--- src/rtl/acc_traffic_gen.sv ---
// -----------------------------------------------------------------------------
// acc_traffic_gen
//   Bring-up / characterisation partner for an accelerator with two decoupled
//   valid/ready channels. Streams tx_words incrementing words (base_data,
//   base_data+1, ...) into the accelerator's consumer side and accepts
//   rx_words words from its producer side, reporting the received count,
//   their XOR signature, the run length and whether the run timed out.
//
//   Optional feature macro: COHORT_TGEN_BACKPRESSURE_EN
//     When defined, acc_out.ready is gated by a phase bit that is low in the
//     first run cycle and toggles every run cycle, forcing producer stalls.
//
//   Ports:
//     clk, rst_n      clock; synchronous active-low reset
//     start           one-cycle run request, honoured only when idle
//     tx_words        words to transmit        (latched at start)
//     rx_words        words to receive         (latched at start)
//     base_data       first transmitted word   (latched at start)
//     timeout_cycles  run-length limit, 0 = off (latched at start)
//     acc_in          master: words into the accelerator
//     acc_out         slave : words out of the accelerator
//     busy            high while running or completing
//     done            one-cycle completion pulse
//     timed_out       last run ended by timeout
//     rx_count        words received in last/current run
//     run_cycles      cycles spent running (saturating)
//     rx_xor          XOR of all received words
// -----------------------------------------------------------------------------
package fifo_ctrl_pkg;
    typedef logic [31:0] data_t;
endpackage

module acc_traffic_gen
    import fifo_ctrl_pkg::*;
(
    input  logic                  clk,
    input  logic                  rst_n,
    input  logic                  start,
    input  logic [15:0]           tx_words,
    input  logic [15:0]           rx_words,
    input  data_t                 base_data,
    input  logic [31:0]           timeout_cycles,
    decoupled_vr_if.master        acc_in,
    decoupled_vr_if.slave         acc_out,
    output logic                  busy,
    output logic                  done,
    output logic                  timed_out,
    output logic [15:0]           rx_count,
    output logic [31:0]           run_cycles,
    output data_t                 rx_xor
);

    typedef enum logic [1:0] {
        S_IDLE = 2'd0,
        S_RUN  = 2'd1,
        S_DONE = 2'd2
    } state_t;

    state_t      state_q, state_d;

    logic [15:0] tx_cnt_q;
    logic [15:0] rx_cnt_q;
    logic [15:0] tx_words_q;
    logic [15:0] rx_words_q;
    data_t       base_q;
    logic [31:0] timeout_q;
    logic [31:0] run_cycles_q;
    data_t       rx_xor_q;
    logic        timed_out_q;

    logic        tx_valid;
    logic        rx_ready;
    logic        tx_fire;
    logic        rx_fire;
    logic [31:0] run_cycles_inc;
    logic        complete;
    logic        expire;

    // Both channel controls come from registered state only, so valid never
    // depends combinationally on ready and data stays put while stalled.
    assign tx_valid = (state_q == S_RUN) && (tx_cnt_q < tx_words_q);

`ifdef COHORT_TGEN_BACKPRESSURE_EN
    logic phase_q;
    assign rx_ready = (state_q == S_RUN) && (rx_cnt_q < rx_words_q) && phase_q;
`else
    assign rx_ready = (state_q == S_RUN) && (rx_cnt_q < rx_words_q);
`endif

    assign acc_in.valid  = tx_valid;
    assign acc_in.data   = base_q + data_t'(tx_cnt_q);
    assign acc_out.ready = rx_ready;

    assign tx_fire = tx_valid & acc_in.ready;
    assign rx_fire = rx_ready & acc_out.valid;

    assign run_cycles_inc = (run_cycles_q == 32'hFFFF_FFFF) ? run_cycles_q
                                                            : run_cycles_q + 32'd1;

    // Completion uses the registered counts, so it is seen one cycle after
    // the final handshake and takes priority over a coincident timeout.
    assign complete = (tx_cnt_q == tx_words_q) && (rx_cnt_q == rx_words_q);
    assign expire   = (timeout_q != 32'd0) && (run_cycles_inc == timeout_q);

    // -------------------------------------------------------------------------
    // FSM state register
    // -------------------------------------------------------------------------
    // NOTE: sequential state uses non-blocking (<=) so every register samples
    // pre-edge values regardless of statement order.
    always_ff @(posedge clk) begin
        if (!rst_n) state_q <= S_IDLE;
        else        state_q <= state_d;
    end

    // -------------------------------------------------------------------------
    // FSM next-state logic
    // -------------------------------------------------------------------------
    // NOTE: state_d is defaulted before the case so no path leaves it
    // unassigned, which would otherwise infer a latch.
    always_comb begin
        state_d = state_q;
        unique case (state_q)
            S_IDLE: if (start) state_d = S_RUN;
            S_RUN: begin
                if (complete)    state_d = S_DONE;
                else if (expire) state_d = S_DONE;
            end
            S_DONE: state_d = S_IDLE;
            default: state_d = S_IDLE;
        endcase
    end

    // -------------------------------------------------------------------------
    // Datapath: latched configuration, counters and results
    // -------------------------------------------------------------------------
    always_ff @(posedge clk) begin
        if (!rst_n) begin
            tx_cnt_q     <= '0;
            rx_cnt_q     <= '0;
            tx_words_q   <= '0;
            rx_words_q   <= '0;
            base_q       <= '0;
            timeout_q    <= '0;
            run_cycles_q <= '0;
            rx_xor_q     <= '0;
            timed_out_q  <= 1'b0;
`ifdef COHORT_TGEN_BACKPRESSURE_EN
            phase_q      <= 1'b0;
`endif
        end else begin
            unique case (state_q)
                S_IDLE: begin
                    if (start) begin
                        tx_words_q   <= tx_words;
                        rx_words_q   <= rx_words;
                        base_q       <= base_data;
                        timeout_q    <= timeout_cycles;
                        tx_cnt_q     <= '0;
                        rx_cnt_q     <= '0;
                        run_cycles_q <= '0;
                        rx_xor_q     <= '0;
                        timed_out_q  <= 1'b0;
`ifdef COHORT_TGEN_BACKPRESSURE_EN
                        phase_q      <= 1'b0;
`endif
                    end
                end
                S_RUN: begin
                    if (tx_fire) tx_cnt_q <= tx_cnt_q + 16'd1;
                    if (rx_fire) begin
                        rx_cnt_q <= rx_cnt_q + 16'd1;
                        rx_xor_q <= rx_xor_q ^ acc_out.data;
                    end
                    run_cycles_q <= run_cycles_inc;
                    if (!complete && expire) timed_out_q <= 1'b1;
`ifdef COHORT_TGEN_BACKPRESSURE_EN
                    phase_q <= ~phase_q;
`endif
                end
                default: ;
            endcase
        end
    end

    assign busy       = (state_q == S_RUN) || (state_q == S_DONE);
    assign done       = (state_q == S_DONE);
    assign timed_out  = timed_out_q;
    assign rx_count   = rx_cnt_q;
    assign run_cycles = run_cycles_q;
    assign rx_xor     = rx_xor_q;

endmodule

--- src/rtl/acc_traffic_gen_if.sv ---
// -----------------------------------------------------------------------------
// decoupled_vr_if
//   Decoupled valid/ready channel carrying one word per handshake. A transfer
//   completes on the clock edge where valid & ready are both high.
//
//   Parameter W : word width (instantiate with $bits(fifo_ctrl_pkg::data_t)).
//
//   Signals:
//     valid  producer -> consumer  word on data is offered
//     ready  consumer -> producer  consumer accepts the offered word
//     data   producer -> consumer  payload, must hold while valid & !ready
//
//   Modports:
//     master : producer end (drives valid/data, observes ready)
//     slave  : consumer end (drives ready, observes valid/data)
// -----------------------------------------------------------------------------
interface decoupled_vr_if #(
    parameter int W = 32
);
    logic         valid;
    logic         ready;
    logic [W-1:0] data;

    modport master (output valid, output data, input  ready);
    modport slave  (input  valid, input  data, output ready);
endinterface

--- src/flat_wrapper.sv ---
// flat-port wrapper written by rule: the top's interface ports become plain ports
module acc_traffic_gen_flat import fifo_ctrl_pkg::*;
  (clk, rst_n, start, tx_words, rx_words, base_data, timeout_cycles, busy, done, timed_out, rx_count, run_cycles, rx_xor, acc_in_valid, acc_in_data, acc_in_ready, acc_out_valid, acc_out_data, acc_out_ready);
  decoupled_vr_if acc_in_i ();
  decoupled_vr_if acc_out_i ();
  input  logic clk;
  input  logic rst_n;
  input  logic start;
  input  logic [15:0] tx_words;
  input  logic [15:0] rx_words;
  input  data_t base_data;
  input  logic [31:0] timeout_cycles;
  output logic busy;
  output logic done;
  output logic timed_out;
  output logic [15:0] rx_count;
  output logic [31:0] run_cycles;
  output data_t rx_xor;
  output wire logic [$bits(acc_in_i.valid)-1:0] acc_in_valid;
  output wire logic [$bits(acc_in_i.data)-1:0] acc_in_data;
  input wire logic [$bits(acc_in_i.ready)-1:0] acc_in_ready;
  input wire logic [$bits(acc_out_i.valid)-1:0] acc_out_valid;
  input wire logic [$bits(acc_out_i.data)-1:0] acc_out_data;
  output wire logic [$bits(acc_out_i.ready)-1:0] acc_out_ready;
  assign acc_in_valid = acc_in_i.valid;
  assign acc_in_data = acc_in_i.data;
  assign acc_in_i.ready = acc_in_ready;
  assign acc_out_i.valid = acc_out_valid;
  assign acc_out_i.data = acc_out_data;
  assign acc_out_ready = acc_out_i.ready;
  acc_traffic_gen u_core (.clk(clk), .rst_n(rst_n), .start(start), .tx_words(tx_words), .rx_words(rx_words), .base_data(base_data), .timeout_cycles(timeout_cycles), .acc_in(acc_in_i), .acc_out(acc_out_i), .busy(busy), .done(done), .timed_out(timed_out), .rx_count(rx_count), .run_cycles(run_cycles), .rx_xor(rx_xor));
endmodule
--- config.mk ---
export PLATFORM = sky130hd
export DESIGN_NAME = acc_traffic_gen_flat
export DESIGN_NICKNAME = d
export VERILOG_FILES = /design/src/rtl/acc_traffic_gen.sv /design/src/rtl/acc_traffic_gen_if.sv /design/src/flat_wrapper.sv
export SDC_FILE = /design/constraint.sdc
export NUM_CORES = 1
export LEC_CHECK = 0
export ABC_AREA = 1
export CAP_MARGIN = 20
export CELL_PAD_IN_SITES_DETAIL_PLACEMENT = 0
export CELL_PAD_IN_SITES_GLOBAL_PLACEMENT = 2
export CORE_ASPECT_RATIO = 1.2
export CORE_MARGIN = 2
export CORE_UTILIZATION = 35
export CTS_CLUSTER_SIZE = 24
export DETAILED_ROUTE_END_ITERATION = 6
export DONT_BUFFER_PORTS = 1
export GPL_ROUTABILITY_DRIVEN = 0
export PLACE_DENSITY = 0.8
export SLEW_MARGIN = 30
export SYNTH_ARGS = -nofsm -noshare
export SYNTH_HDL_FRONTEND = slang
export SYNTH_SLANG_ARGS = --single-unit
--- constraint.sdc ---
create_clock -name clk -period 5.5 [get_ports clk]
set_clock_uncertainty 0.1 [all_clocks]
set_input_delay 0.55 -clock clk [delete_from_list [all_inputs] [get_ports clk]]
set_output_delay 0.55 -clock clk [all_outputs]
set_load 0.01 [all_outputs]
# Word-level counts from Yosys, hierarchy flattened
# Cells that the tools add are included.
dict set report classes {
  n_addsub 4
  n_lt_le_gt_ge 2
  eq_ne 11
  muxes 17
  bitwise_logic 3
  n_reduce_logical 16
}
# op n
set op_table {}
lappend op_table {{case mux 32 bit (2 select lines)} 2}
lappend op_table {{two-way mux 32 bit} 3}
lappend op_table {{case mux 16 bit (2 select lines)} 2}
lappend op_table {{two-way mux 16 bit} 3}
lappend op_table {{adder 16 x 1 -> 16 bit (second input constant)} 2}
lappend op_table {{adder 32 x 1 -> 32 bit (second input constant)} 1}
lappend op_table {{adder 32 x 16 -> 32 bit} 1}
lappend op_table {{== test 16 bit} 2}
lappend op_table {{== test 32 bit} 1}
lappend op_table {{== test 32 bit (second input constant)} 1}
lappend op_table {{less-than comparator 16 bit} 2}
lappend op_table {{nonzero test 32 bit} 1}
lappend op_table {{bitwise XOR 32 bit} 1}
lappend op_table {{AND reduction 3 bit} 3}
lappend op_table {{two-way mux 2 bit} 3}
lappend op_table {{AND reduction 2 bit} 3}
lappend op_table {{logical AND 1 bit} 5}
lappend op_table {{inequality test 2 x 1 -> 1 bit (second input constant)} 2}
lappend op_table {{inequality test 2 bit (second input constant)} 2}
lappend op_table {{case mux 2 bit (2 select lines)} 1}
lappend op_table {{inequality test 3 x 1 -> 1 bit (second input constant)} 1}
lappend op_table {{bitwise AND 1 bit} 2}
lappend op_table {{== test 2 x 1 -> 1 bit (second input constant)} 1}
lappend op_table {{== test 2 bit (second input constant)} 1}
lappend op_table {{6 further kinds} 7}
dict set report word_totals {
  ff_bits 195
  input_bits 133
  out_inout_bits 117
}

# Longest topological paths before layout
dict set report depth {
  word_depth 7
  ltp_mapped 20
  depth_no_buf 20
}

# Worst setup path before layout
# Ideal clock, no wire load.
dict set report synth_timing {
  kind {reg-to-output}
  startpoint {reg u_core.tx_cnt_q[0]}
  endpoint {out acc_in_data[20]}
  arrival_ns 2.627
  required_time_ns 4.850
  setup_slack_ns 2.223
  stages_incl_launch_ff 15
  path_buffers 0
  path_cell_list {dfxtp_1 ha_1 inv_1 fa_1 inv_1 nand3_1 nand2_1 a21oi_1 o21ai_1 a21boi_0 o21ai_1 a21oi_1 o21ai_2 nand2_1 xnor2_1}
}
dict set report synth_between {
  elab_chain_cells 1
}
# item line
set synth_rtl {}
lappend synth_rtl {{start: declaration} acc_traffic_gen.sv:61} ;# logic [15:0] tx_cnt_q;
lappend synth_rtl {{start signal: assignment} acc_traffic_gen.sv:169} ;# if (tx_fire) tx_cnt_q <= tx_cnt_q + 16'd1;
lappend synth_rtl {{adder 32 x 16 -> 32 bit} acc_traffic_gen.sv:91} ;# assign acc_in.data = base_q + data_t'(tx_cnt_q);
lappend synth_rtl {{end: declaration} flat_wrapper.sv:20} ;# output wire logic [$bits(acc_in_i.data)-1:0] acc_in_data;
# No other way between the ends.

# Worst setup path in the final report
# Same ends and word-level chain as after synthesis.

==> results.ini <==
[power_and_ir_drop]
power.ir.vdd_worst_mv = 0.218
fraction_of_power_consumed_by_the_clock_network_pct = 37.3
power_density_mw_per_mm2 = 290
power.internal_mw = 2.41
power.share.combinational_pct = 17.0
pwr-share-seq_pct = 45.7
p_sw_mw = 1.11
power.static_leakage_nw = 5.01
switching_power_as_a_share_of_total_power_pct = 31.5
fin_total_pwr_mw = 3.52

[cells_and_area]
ff_latch_area_mm2 = 0.00390
most-common-layout-cells = nand2_1 (385), nor2_1 (198), dfxtp_1 (195), a21oi_1 (192), inv_1 (185)
layout_commonest_cell = nand2_1
n_fill_cell = 3446
layout.nets = 1845
multiInputGateArea_mm2 = 0.00636
syn_to_final_growth_pct = 8.52
layoutNonFillerInstCount = 2076
drive_above_1_share_pct = 4.13

[timing]
final_period_minus_worst_setup_slack_ps = 4230
tightestPinTransition_ps = 924
worst_slew_margin_rel_pct = 38.3
setup-violations-final = 0
final-hold-violation-count = 0
rsz0062_at_grt = false
max_freq_mhz = 236
final_min_period_over_clock_period_pct = 76.9
fin_setup_tns_ps = 0
maxSlewViolCount = 0

[routing]
detail_route.vias_per_cell = 5.14
met3_wirelength_mm = 2.56
wire_per_inst_um = 18.0
m1WireLength_mm = 16.2
remaining_drc_errors = 18
drt-initial-drc-count = 677
routed.top_layer = met5
dr_total_vias = 10700
detailroute.wirelength.met2_mm = 17.9
wl_mm = 37.3
antenna_violating_nets_post_route = 0
drt-pass1-iter-count = 7

[synthesis]
synth_enable_flop_cells = 0
synth_area_leaders = dfxtp_1 (35%), nand2_1 (13%), a21oi_1 (8.7%)
ys_ff_latch = 195
post_syn_instances = 1693
mappedNetlistArea_mm2 = 0.0112
yosys.area.top_type = dfxtp_1
yosysUniqueCellTypes = 38
synth.net_count = 1881
syn-mean-instance-area_um2 = 6.61
postSynth.asyncResetShare_pct = 0
synth_seq_area_share_pct = 34.9
synth_top_area_share_pct = 34.9
synth_ff_type = dfxtp_1
yosys_warnings = 0

[placement]
detailedPlacementHpwl_mm = 28.5
io_buffer_count = 0
dp_cells = 2038

[floorplan]
floorplan.core_area_mm2 = 0.0314
floorplan.die.height_um = 200
fp.dieArea_mm2 = 0.0334
placementRows = 71
initial_core_util_pct = 35.6
io_pins = 250
floorplan.die.width_um = 167

[clock_network]
cts.clk_slew.worst_paths_ps = 80
cts_buffers = 17
h-tree-depth = 4
ctsRootBufferMaster = clkbuf_16
postCtsSetupBuffers = 0
cts.hold.buffers_added = 0
cts_tree = yes
clock_latency_ps = 450
cts_resized = 0
cts-root-to-sink-buffers = 2
tritoncts_num_sinks = 195

[flow_run]
cap_viol_max_count = 0

[global_route]
track_usage_pct = 22.1
grt_antenna_before_repair = 7
maximum_number_of_pins_on_one_net_before_global_route_repair = 98
first_global_vias = 10100
wire_length_of_the_first_global_routing_pass_mm = 57.6
grt_overflow = 0

[setup_path]
worst-path-max-fanout = 8
reg2reg_from = u_core.state_q[1]
worstPathRequired_ps = 4850
worst-setup-path-type = reg2out
crit_arrival_ps = 3580
worstSetupEndpointType = output port
startpoint_type = flop
crit_start = u_core.tx_cnt_q[0]

[min_path]
worst_hold_startpoint = rst_n
min_path_type = in2reg

[outcome]
failed_checks = design-rule violations
status = finished with violations

## Yosys cell counts (4+ instances only)
master and instances:
o21ai_0 150, nand4_1 41, nor3_1 22, xor2_1 34, nand2_2 8, xnor2_1 16
clkbuf_1 51, nor2_1 199, nand3_1 90, buf_2 8, o21bai_1 5, nor2_2 5
inv_1 185, dfxtp_1 195, o21ai_1 4, ha_1 54, nand2_1 387, a21oi_1 194
nor4_1 7
## final cells by class
cell class | count | area share (%)
timing repair buffer | 6 | 0.536
multi-input combinational | 1250 | 52.4
clock inverter | 11 | 1.03
antenna | 5 | 0.103
inverter | 187 | 5.78
clock buffer | 21 | 3.88
tap | 401 | 4.13
sequential | 195 | 32.2
## critical path, cell delays in order (launching register included)
cell      delay [ps]
dfxtp_1          470
ha_1             220
inv_1             50
fa_1             400
inv_1             70
nand3_1           60
nand2_1          100
a21oi_1          110
o21ai_1          260
a21boi_0         240
o21ai_1          280
a21oi_1          180
o21ai_2          290
nand2_1          110
xnor2_1          280
## metrics by stage
stage	utilization (%)	cell area [µm²]	hold slack [ps]	worst slack (ps)
2_1_floorplan	-	11200	333	2220
3_3_place_gp	36.6	11500	343	1880
3_5_place_dp	36.6	11500	350	1770
4_1_cts	38.5	12100	122	1270
5_1_grt	38.6	12100	141	920
6_report	38.6	12100	133	1270
## sequential cells by signal, summed over array words and instances, names as in the netlist
register           cells
u_core.base_q         32
u_core.run_cycles     32
u_core.rx_xor         32
u_core.timeout_q      32
u_core.rx_count       16
u_core.rx_words_q     16
u_core.tx_cnt_q       16
u_core.tx_words_q     16
u_core.state_q         2
u_core.timed_out       1
## worst paths after layout
| path | depth (start not counted) | slack, ps | endpoint |
|---|---|---|---|
| setup / recovery | 14 | 1270 | acc_in_data[20] |
| hold / removal | 2 | 130 | u_core.timeout_q[0] |
| setup reg to reg | 10 | 1800 | u_core.tx_cnt_q[3] |
| hold reg to reg | 2 | 360 | u_core.rx_words_q[8] |
## metal layers
metal,global-route usage (%),vias to the layer above
li1,-,5494
met1,27.0,4838
met2,38.5,293
met3,6.37,37
met4,5.57,4
met5,0,-
## logic make-up (layout without fill, tap and decap cells)
family                     count (synthesis)  in the layout  share of synthesized area, %
adders and majority gates                 55             55                          6.22
xor gates and xnor gates                  50             50                          3.91
other                                      0              5                             0
and+or+nand+nor                          768            768                          28.8
buffers and inverters                    248            225                          8.54
AOI/OAI and AO/OA                        377            377                          17.6
DFF                                      195            195                          34.9
## power by group through the flow
stage	combinational [mW]	clock (mW)	sequential (mW)
after CTS	0.607	1.35	1.61
after floorplan	0.451	0	1.62
after detailed placement	0.605	0	1.64
after global placement	0.597	0	1.64
after global routing	0.688	1.40	1.62
final	0.598	1.31	1.61
(Power assumes the default switching activity.)
